==> config.mk <==
export PLATFORM = sky130hd
export DESIGN_NAME = uart_tx_sched
export DESIGN_NICKNAME = d
export VERILOG_FILES = /design/src/rtl/uart_tx_sched.sv
export SDC_FILE = /design/constraint.sdc
export NUM_CORES = 1
export LEC_CHECK = 0
export BUFFER_PORTS_ARGS = -buffer_cell sky130_fd_sc_hd__buf_4
export CORE_MARGIN = 2
export CORE_UTILIZATION = 40
export CTS_CLUSTER_SIZE = 16
export DETAILED_ROUTE_END_ITERATION = 8
export GPL_ROUTABILITY_DRIVEN = 0
export GPL_TIMING_DRIVEN = 0
export PLACE_DENSITY = 0.59
export RECOVER_POWER = 25
export SYNTH_ARGS = -nofsm -noshare
export SYNTH_HDL_FRONTEND = slang
export SYNTH_SLANG_ARGS = --single-unit
==> constraint.sdc <==
create_clock -name clock -period 5.35 [get_ports clock]
set_input_delay 1.07 -clock clock [delete_from_list [all_inputs] [get_ports clock]]
set_output_delay 1.07 -clock clock [all_outputs]
set_load 0.05 [all_outputs]
==> src/rtl/uart_tx_sched.sv <==
// uart_tx_sched: two-requester byte FIFO feeding a UART TX launch sequencer with a drain interrupt
// Ports:
//   clock, Rst             system clock, async active-high reset
//   req_valid/req_ready    per-requester handshake (0 = CPU, 1 = debug)
//   req_data0/req_data1    requester bytes
//   tx_start/tx_data       one-cycle launch pulse and registered byte to the TX engine
//   tx_busy                TX engine busy status
//   irq_en/irq_clr/irq     sticky drain interrupt with enable and clear
//   fifo_count             FIFO occupancy
module uart_tx_sched #(
  parameter int DEPTH = 8
) (
  input  logic                     clock,
  input  logic                     Rst,
  input  logic [1:0]               req_valid,
  input  logic [7:0]               req_data0,
  input  logic [7:0]               req_data1,
  output logic [1:0]               req_ready,
  output logic                     tx_start,
  output logic [7:0]               tx_data,
  input  logic                     tx_busy,
  input  logic                     irq_en,
  input  logic                     irq_clr,
  output logic                     irq,
  output logic [$clog2(DEPTH):0]   fifo_count
);
  localparam int AW = $clog2(DEPTH);
  typedef enum logic [1:0] {IDLE, LAUNCH, WAIT_BUSY, WAIT_DONE} state_t;
  state_t state, state_nx;
  logic [7:0] mem [DEPTH];
  logic [AW-1:0] wr_ptr, rd_ptr;
  logic last_grant, full, push, pop, irq_set;
  logic [7:0] push_data;
  assign full = fifo_count == (AW+1)'(DEPTH);
  // On a tie the requester that did not win the last accepted push is granted.
  always_comb begin
    req_ready = 2'b00;
    if (!Rst && !full) req_ready = (req_valid == 2'b11) ? (last_grant ? 2'b01 : 2'b10) : req_valid;
  end
  assign push      = |(req_valid & req_ready);
  assign push_data = req_ready[1] ? req_data1 : req_data0;
  assign pop       = (state == IDLE) && (fifo_count != '0);
  // No pop happens in WAIT_DONE, so the FIFO is empty after the edge only if it is empty now and nothing is pushed.
  assign irq_set   = (state == WAIT_DONE) && !tx_busy && irq_en && (fifo_count == '0) && !push;
  always_comb begin
    state_nx = state;
    tx_start = 1'b0;
    case (state)
      IDLE:      state_nx = pop ? LAUNCH : IDLE;
      LAUNCH:    begin
        tx_start = 1'b1;
        state_nx = WAIT_BUSY;
      end
      WAIT_BUSY: state_nx = tx_busy ? WAIT_DONE : WAIT_BUSY;
      WAIT_DONE: state_nx = tx_busy ? WAIT_DONE : IDLE;
      default:   state_nx = IDLE;
    endcase
  end
  always_ff @(posedge clock or posedge Rst) begin
    if (Rst) begin
      state      <= IDLE;
      wr_ptr     <= '0;
      rd_ptr     <= '0;
      fifo_count <= '0;
      tx_data    <= 8'h00;
      irq        <= 1'b0;
      last_grant <= 1'b0;
    end else begin
      state      <= state_nx;
      fifo_count <= fifo_count + (AW+1)'(push) - (AW+1)'(pop);
      irq        <= irq_set | (irq & ~irq_clr);
      if (push) begin
        wr_ptr     <= wr_ptr + AW'(1);
        last_grant <= req_ready[1];
      end
      if (pop) begin
        rd_ptr  <= rd_ptr + AW'(1);
        tx_data <= mem[rd_ptr];
      end
    end
  end
  always_ff @(posedge clock) begin
    if (push) mem[wr_ptr] <= push_data;
  end
endmodule

# [Yosys cells after proc, flatten, opt, wreduce, memory -nomap -nowiden]
# Memories as Yosys holds them, arrays and structs flattened. A register that Yosys moved wholly into a read port is not among the register bits.
# Index checks and enable logic that the tools add are counted.
[op_classes] addsub=4 eq_ne=5 mux=11 n_bitwise=4 reduce_logical=14
[ops] cell="$mux 2" count=4
[ops] cell="$mux 8" count=1
[ops] cell="$pmux 2 s4" count=1
[ops] cell="$add 3x1->3 const B" count=2
[ops] cell="$eq 2x2->1 const B" count=3
[ops] cell="$logic_and 1x1->1" count=6
[ops] cell="$mux 1" count=5
[ops] cell="$add 4x1->4" count=1
[ops] cell="$eq 4x4->1 const B" count=1
[ops] cell="$logic_not 1->1" count=4
[ops] cell="$logic_not 4->1" count=1
[ops] cell="$reduce_bool 4->1" count=1
[ops] cell="$sub 4x1->4" count=1
[ops] cell="$and 2x2->2" count=1
[ops] cell="$eq 2x1->1 const B" count=1
[ops] cell="$logic_not 2->1" count=1
[ops] cell="$reduce_or 2->1" count=1
[ops] cell="$and 1x1->1" count=1
[ops] cell="$not 1->1" count=1
[ops] cell="$or 1x1->1" count=1
[totals] regBits=14 ram_bits=64 inputBits=23 output_inout_bits=16 mem_count=1
[memory_table] name="mem" words=8 width=8 rd=1 rd_clocked_by_memory_dff=1 write_ports=1 line="30" rtl="logic [7:0] mem [DEPTH];"

# [Logic depth before layout (Yosys ltp)]
# Gate-level depths: netlist of the first run.
[logic_depth] word_depth=9 ltp_mapped=12 ltp_nobuf=11

# [Worst setup path before layout of the first run]
# No wires, ideal clock.
[synth_path] path_type="input to output" from="in Rst" to="out req_ready[0]" t_arrival_ns=2.326 required_time_ns=4.280 path_slack_ns=1.954 path_stages=2 n_path_buf=1 path_cell_list="buf_2 > nor3_1"
[synth_between] elab_chain_cells=3
[synth_lines] item="from (decl)" line="14" rtl="input logic Rst,"
[synth_lines] item="$logic_not 1->1 (no source line)"
[synth_lines] item="$logic_and 1x1->1" line="38" rtl="if (!Rst && !full) req_ready = (req_valid == 2'b11) ? (last_grant ? 2'b01 : 2'b10) : req_valid;"
[synth_lines] item="$mux 2" line="38"
[synth_lines] item="to (decl)" line="18" rtl="output logic [1:0] req_ready,"
# Every way passes these cells.

# [Worst setup path after layout of the first run]
[layout_path] from="in Rst" to="out req_ready[1]"
# Same word-level chain as after synthesis.

==> results.toml, run 1 <==
[global_routing]
grt_start_max_net_pins = 23
grt_remaining_overflow = 0
grt_pass1_wl_um = 12500
grt_pass1_vias = 2329
grt_use_total = 0.173
grt_antenna_before_repair = 0

[route]
ant_nets = 0
routed_wl_um = 7990
via_per_inst = 5.30
drt_iter0_markers = 110
drc = 0
first_pass_iters = 4
wl_per_cell_um = 19.8
vias = 2134

[logic_synthesis]
netlist.top_cell.by_area = "edfxtp_1"
ys_ff_latch = 86
yosys.cell_types.count = 34
avgSynthCellArea_um2 = 15.6
ys_seq_area_frac = 0.673
synth_area_leaders = "edfxtp_1 (52%), dfrtp_1 (15%), mux2_2 (8.0%), mux2i_1 (4.4%), ha_1 (2.7%)"
yosysWarnings = 0
syn-num-nets = 268
netlist_area_um2 = 3670
postSynthCellCount = 236
synth_top_area_frac = 0.524

[clock_tree]
cts-root-buf = "clkbuf_8"
insertion_delay_ps = 360
htree_num_levels = 3
clock-sinks = 86
cts_buffer_depth = 2
clk_pin_slew_ps = 70
cts_buffers = 9
postCtsSetupBuffers = 0
hold_buffers = 0
cts_tree = "yes"
cts_resized = 0

[sta]
worst_slew_pin_slew_ps = 916
hold_viol = 0
tns_ps = 0
period_share = 0.631
rsz0062_at_grt = "no"
whs_ps = 530
max_slew_margin = 0.389
layout_min_cycle_time_ps = 3380
worst_slack_ps = 1970
max_freq_ghz = 0.296
finalClockSkew_ps = 14.4
finalSetupViolCount = 0
finalMaxSlewViolations = 0

[pwr]
p_leak_nw = 1.65
p_per_area_nw_per_um2 = 546
total_power_mw = 2.36
ir_drop_uv = 228

[critical_path]
slowest_delay_ps = 740
timing.critical_path.buf_inv = 2
end_kind = "output pin"
cp-start-kind = "input port"
cp_data_arrival_time_ps = 2310
cp_max_fo = 9
crit_cells = 3
worst_r2r_path_depth = 11
cp_slowest_cell = "nor4b_4"
path_class = "in2out"
required_ps = 4280
crit_family = "simple AND/OR/NAND/NOR gates"
crit_chain = "clkbuf_1 -> nor4b_4 -> buf_4"

[die]
initial_core_util = 0.417
die_h_um = 99.8
io_pins = 39
die-area_um2 = 9960
core-area_um2 = 8810
rows = 34
die_w_um = 99.8

[finish]
num_antenna_cells = 0
syn2layout_area_growth_pct = 17.9
drive_above_1_share = 0.302
num-nets-final = 322

[placed_design]
portBuffers = 37
post-place-ws_ps = 1970
dp.final_hpwl_um = 5370

[worst_hold_path]
worstHoldPathType = "reg2reg"
whs_path_depth = 2

[job]
drv_cap = 0

[outcome]
status = "completed"
worst paths after layout:
kind,endpoint,start,slack [ps]
max in group asynchronous,rd_ptr[2],Rst,3740
min in group asynchronous,wr_ptr[2],Rst,1030
hold / removal,tx_data[1],tx_data[1],530
setup / recovery,req_ready[1],Rst,1970
setup reg to reg,fifo_count[2],fifo_count[2],2170
hold reg to reg,tx_data[1],tx_data[1],530
cell type report:
class | count | area, um^2
Sequential cell | 86 | 2470
Clock buffer | 11 | 131
Buffer | 11 | 51.3
Timing Repair Buffer | 43 | 297
Clock inverter | 5 | 58.8
Fill cell | 762 | 4480
Multi-Input combinational cell | 127 | 1140
Tap cell | 108 | 135
Inverter | 12 | 45.0
sequential cells by signal, indices dropped and copies added, names as in the netlist:
name,flops
state,2
rd_ptr,3
last_grant,1
wr_ptr,3
tx_data,8
fifo_count,4
mem,64
irq,1
per-stage QoR:
stage / cell area [um^2] / utilization / cells
after global placement: 4080 / 0.464 / 381
final: 4330 / 0.491 / 403
after detailed placement: 4180 / 0.474 / 387
after global routing: 4330 / 0.491 / 403
after CTS: 4370 / 0.496 / 403
after floorplan: 3670 / - / 236
cell families after synthesis:
logic type / count (synthesis) / synth area share
buffers and inverters: 23 / 0.0269
muxes: 42 / 0.123
xor gates and xnor gates: 6 / 0.0143
adders and majority gates: 9 / 0.0327
AOI/OAI and AO/OA: 37 / 0.0702
DFF: 86 / 0.673
and+or+nand+nor: 33 / 0.0590
synth_stat cells, drive strengths merged:
cell / instances
or2: 1
xor2: 3
nor3: 5
o22ai: 8
nor2: 5
nand2: 6
nor4: 2
a21oi: 1
ha: 8
nor2b: 3
nand2b: 2
inv: 12
nor3b: 3
a41o: 1
a21o: 1
mux2i: 16
mux2: 26
a22o: 8
fa: 1
buf: 9
o32a: 1
xnor2: 3
dfrtp: 22
clkbuf: 2
edfxtp: 64
nor4b: 6
o21ai: 9
o31ai: 8
power by group:
group	internal (mW)	leakage (nW)	total [mW]	switching, mW
registers	0.872	0.843	0.961	0.0898
logic	0.357	0.714	0.956	0.599
clock network	0.217	0.0916	0.448	0.230
routing by layer:
layer	part of all wire	GRT usage
met4	0.0090	0.0558
met5	0	0
met1	0.46	0.226
met2	0.49	0.280
met3	0.043	0.0494
cells in the final DEF, fill, tap and decap left out, types with 2 or more instances in the layout:
cell / instances
a22o_1: 8
xor2_1: 3
nor2b_1: 3
ha_1: 8
buf_4: 37
nand2_1: 6
o21ai_0: 9
o31ai_1: 8
nand2b_1: 2
buf_2: 2
mux2i_1: 16
xnor2_1: 3
mux2_2: 26
nor4b_2: 4
clkbuf_1: 13
nor3_1: 3
nor2_1: 5
clkbuf_8: 9
dfrtp_1: 22
buf_1: 3
o22ai_1: 8
edfxtp_1: 64
nor3b_1: 3
nor4_2: 2
nor3_2: 2
inv_1: 12
worst register-to-register path, delay by kind of cell (launching register included):
family                     cells  cell delay (ps)
xor gates and xnor gates       1              130
adders and majority gates      4             1020
buffers and inverters          4              640
DFF                            1              380
and+or+nand+nor                2              900
(Power assumes the default switching activity.)
==> run 2: changes to the inputs <==
==> constraint.sdc (replaced) <==
create_clock -name clock -period 3.3 [get_ports clock]
set_input_delay 0.66 -clock clock [delete_from_list [all_inputs] [get_ports clock]]
set_output_delay 0.66 -clock clock [all_outputs]
set_load 0.05 [all_outputs]
==> results.toml, run 2 (synthesized netlist as in run 1, its figures left out) <==
[clock_tree]
cts_buffer_depth = 2
cts-root-buf = "clkbuf_8"
insertion_delay_ps = 360
clk_pin_slew_ps = 90
cts_buffers = 9
clock-sinks = 86
cts_resized = 0
cts_tree = "yes"
htree_num_levels = 3
postCtsSetupBuffers = 0
hold_buffers = 0

[pwr]
p_per_area_nw_per_um2 = 880
p_leak_nw = 1.62
ir_drop_uv = 352

[route]
first_pass_iters = 4
via_per_inst = 5.31
drc = 0
routed_wl_um = 7930
wl_per_cell_um = 19.7
vias = 2138
drt_iter0_markers = 132
ant_nets = 0

[global_routing]
grt_antenna_before_repair = 0
grt_use_total = 0.173
grt_remaining_overflow = 0
grt_pass1_wl_um = 12500
grt_start_max_net_pins = 23
grt_pass1_vias = 2329

[sta]
worst_slew_pin_slew_ps = 914
whs_ps = 518
finalMaxSlewViolations = 0
rsz0062_at_grt = "no"
max_freq_ghz = 0.351
max_slew_margin = 0.387
finalClockSkew_ps = 14.3
finalSetupViolCount = 0
period_share = 0.863
layout_min_cycle_time_ps = 2850
hold_viol = 0

[finish]
fin_area_um2 = 4310
final_common_cell = "edfxtp_1"
final_cells = 403
mostFrequentLayoutCells = "edfxtp_1 (64), buf_4 (31), mux2_2 (26)"
num-nets-final = 322
drive_above_1_share = 0.288
syn2layout_area_growth_pct = 17.3
regMostFlops = "mem"
reg.largest.list = "mem: 64 flops, tx_data: 8 flops, fifo_count: 4 flops"
num_antenna_cells = 0
largest_register_ffs = 64

[placed_design]
placed_area_um2 = 4180
dp.final_hpwl_um = 5370
place_inst = 387
portBuffers = 37

[outcome]
status = "completed"

[critical_path]
required_ps = 2640
worst_r2r_path_depth = 7
cp_data_arrival_time_ps = 2190
cp_max_fo = 9
path_class = "reg2out"
end_kind = "output pin"
cp-start-kind = "register"

[die]
die_w_um = 99.8
io_pins = 39
die-area_um2 = 9960
die_h_um = 99.8
core-area_um2 = 8810
initial_core_util = 0.417
rows = 34

[worst_hold_path]
whs_path_depth = 3
worstHoldPathType = "in2reg"

[job]
drv_cap = 0
run 2: critical path, stage by stage, from the launching register on:
cell and delay [ps]:
dfrtp_1 350, inv_1 70, ha_1 200, nor3b_2 200
nor4b_4 680, buf_4 330
run 2: path summary, 6_finish.rpt:
kind | slack, ps | to | start
worst max register to register | 470 | mem[5][7] | fifo_count[2]
max in group asynchronous | 2110 | rd_ptr[2] | Rst
worst max-delay path | 450 | req_ready[1] | fifo_count[2]
worst min-delay path | 520 | state[0] | tx_busy
worst min register to register | 520 | tx_data[1] | tx_data[1]
min in group asynchronous | 620 | wr_ptr[2] | Rst
run 2: final cells by class:
class | instances | area, um^2
plain buffers | 11 | 52.6
clock buffers | 11 | 131
clock inverters | 5 | 58.8
fillers | 767 | 4500
inverters | 12 | 45.0
multi-input cells | 127 | 1140
flip-flops and latches | 86 | 2470
well taps | 108 | 135
repair buffers | 43 | 270
run 2: power breakdown:
group	switching (mW)	internal (mW)
Sequential	0.146	1.41
Clock	0.373	0.352
Combinational	0.963	0.546
run 2: layer usage:
layer  track usage  vias up  wire, um
met1         0.226     1058      3540
met5             0        -         0
met2         0.280       62      3830
met3        0.0494        9       452
met4        0.0558        0       102
li1              -     1009         -
run 2: per-stage QoR:
stage | worst slack (ps) | power, mW | utilization | setup TNS [ps]
final | 451 | 3.79 | 0.489 | 0
after global routing | 227 | 4.04 | 0.489 | 0
after CTS | 391 | 3.91 | 0.496 | 0
after detailed placement | 618 | 3.18 | 0.474 | 0
after global placement | -454 | 3.10 | 0.464 | -14150
after floorplan | 341 | 2.67 | - | 0
==> run 3: changes to the inputs <==
--- a/config.mk
+++ b/config.mk
@@ -8,6 +8,7 @@
 export BUFFER_PORTS_ARGS = -buffer_cell sky130_fd_sc_hd__buf_4
 export CORE_MARGIN = 2
 export CORE_UTILIZATION = 40
+export CTS_BUF_LIST = sky130_fd_sc_hd__clkbuf_4
 export CTS_CLUSTER_SIZE = 16
 export DETAILED_ROUTE_END_ITERATION = 8
 export GPL_ROUTABILITY_DRIVEN = 0
==> results.toml, run 3 (synthesized netlist as in run 1, its figures left out) <==
[finish]
reg.largest.list = "mem: 64 flops, tx_data: 8 flops, fifo_count: 4 flops"
final_cells = 403
utilization = 0.485
regMostFlops = "mem"
mostFrequentLayoutCells = "edfxtp_1 (64), buf_4 (33), mux2_2 (26)"
num_antenna_cells = 0
num-nets-final = 322
drive_above_1_share = 0.298
syn2layout_area_growth_pct = 16.2
largest_register_ffs = 64
final_common_cell = "edfxtp_1"

[die]
initial_core_util = 0.417
core-area_um2 = 8810
die_h_um = 99.8
io_pins = 39
rows = 34
die-area_um2 = 9960
die_w_um = 99.8

[pwr]
ir_drop_uv = 364
p_per_area_nw_per_um2 = 867
p_sw_frac = 0.401
p_sw_mw = 1.48
total_power_mw = 3.70
power_frac_seq = 0.421
p_leak_nw = 1.62
pwr-share-comb = 0.413
clkPwrFrac = 0.165
p_int_mw = 2.22

[route]
via_per_inst = 5.37
first_pass_iters = 4
ant_nets = 0
drt_iter0_markers = 97
vias = 2163
routed_wl_um = 8020
wl_per_cell_um = 19.9
drc = 0

[critical_path]
worst_r2r_path_depth = 7
end_kind = "output pin"
cp_data_arrival_time_ps = 2300
r2r-end = "mem[5][7]"
cp-start-kind = "register"
rr_startpoint = "fifo_count[2]"
r2r_slack_ps = 400
cp_max_fo = 9
required_ps = 2640
path_class = "reg2out"

[clock_tree]
cts-root-buf = "clkbuf_4"
cts_buffer_depth = 2
hold_buffers = 0
cts_buffers = 9
clk_pin_slew_ps = 140
htree_num_levels = 3
cts_resized = 0
cts_tree = "yes"
postCtsSetupBuffers = 0
insertion_delay_ps = 450
clock-sinks = 86

[worst_hold_path]
hold_start = "tx_busy"
whs_path_depth = 3
worstHoldPathType = "in2reg"
hold-path-endpoint = "state[0]"

[outcome]
status = "completed"

[sta]
max_freq_ghz = 0.338
rsz0062_at_grt = "no"
worst_slew_pin_slew_ps = 928
hold_viol = 0
finalSetupViolCount = 0
finalClockSkew_ps = 16.4
whs_ps = 422
finalMaxSlewViolations = 0
layout_min_cycle_time_ps = 2960
worst_slack_ps = 339
max_slew_margin = 0.381
period_share = 0.897

[global_routing]
grt_start_max_net_pins = 23
grt_antenna_before_repair = 0
grt_pass1_vias = 2336
grt_remaining_overflow = 0
grt_use_total = 0.173
grt_pass1_wl_um = 12600

[job]
drv_cap = 0

[placed_design]
portBuffers = 37
dp.final_hpwl_um = 5370
post-place-ws_ps = 618
place_inst = 387
## run 3: how the worst max path moves through the flow
stage,start,endpoint,slack [ps],depth (start not counted)
floorplan,fifo_count[2],mem[2][0],340,6
global placement,Rst,mem[4][6],-450,4
detailed placement,Rst,mem[5][7],620,5
CTS,fifo_count[2],req_ready[1],290,5
global route,fifo_count[2],mem[5][7],120,7
finish,fifo_count[2],req_ready[1],340,5
## run 3: layout make-up
class,instances,area [um^2]
plain buffers,11,52.6
clock buffers,11,82.6
clock inverters,5,58.8
repair buffers,43,278
fillers,773,4540
well taps,108,135
multi-input cells,127,1140
flip-flops and latches,86,2470
inverters,12,45.0
## run 3: per-stage QoR
stage	cell area [um^2]	setup TNS (ps)
after floorplan	3670	0
after global placement	4080	-14150
after detailed placement	4180	0
after CTS	4320	0
after global routing	4270	0
final	4270	0
## run 3: critical path: stages, from the launching register on
cell	delay (ps)
dfrtp_1	370
inv_1	70
ha_1	200
nor3b_2	200
nor4b_4	680
buf_4	330
## run 3: power groups by stage
stage	clock (mW)	combinational, mW	sequential, mW
after floorplan	0	0.873	1.80
after global placement	0	1.53	1.57
after detailed placement	0	1.60	1.58
after CTS	0.618	1.61	1.56
after global routing	0.665	1.68	1.59
final	0.612	1.53	1.56
## run 3: metal layers
layer / routed length [um] / track usage
met4: 96 / 0.0474
met5: 0 / 0
met3: 332 / 0.0557
met1: 3710 / 0.226
met2: 3880 / 0.282
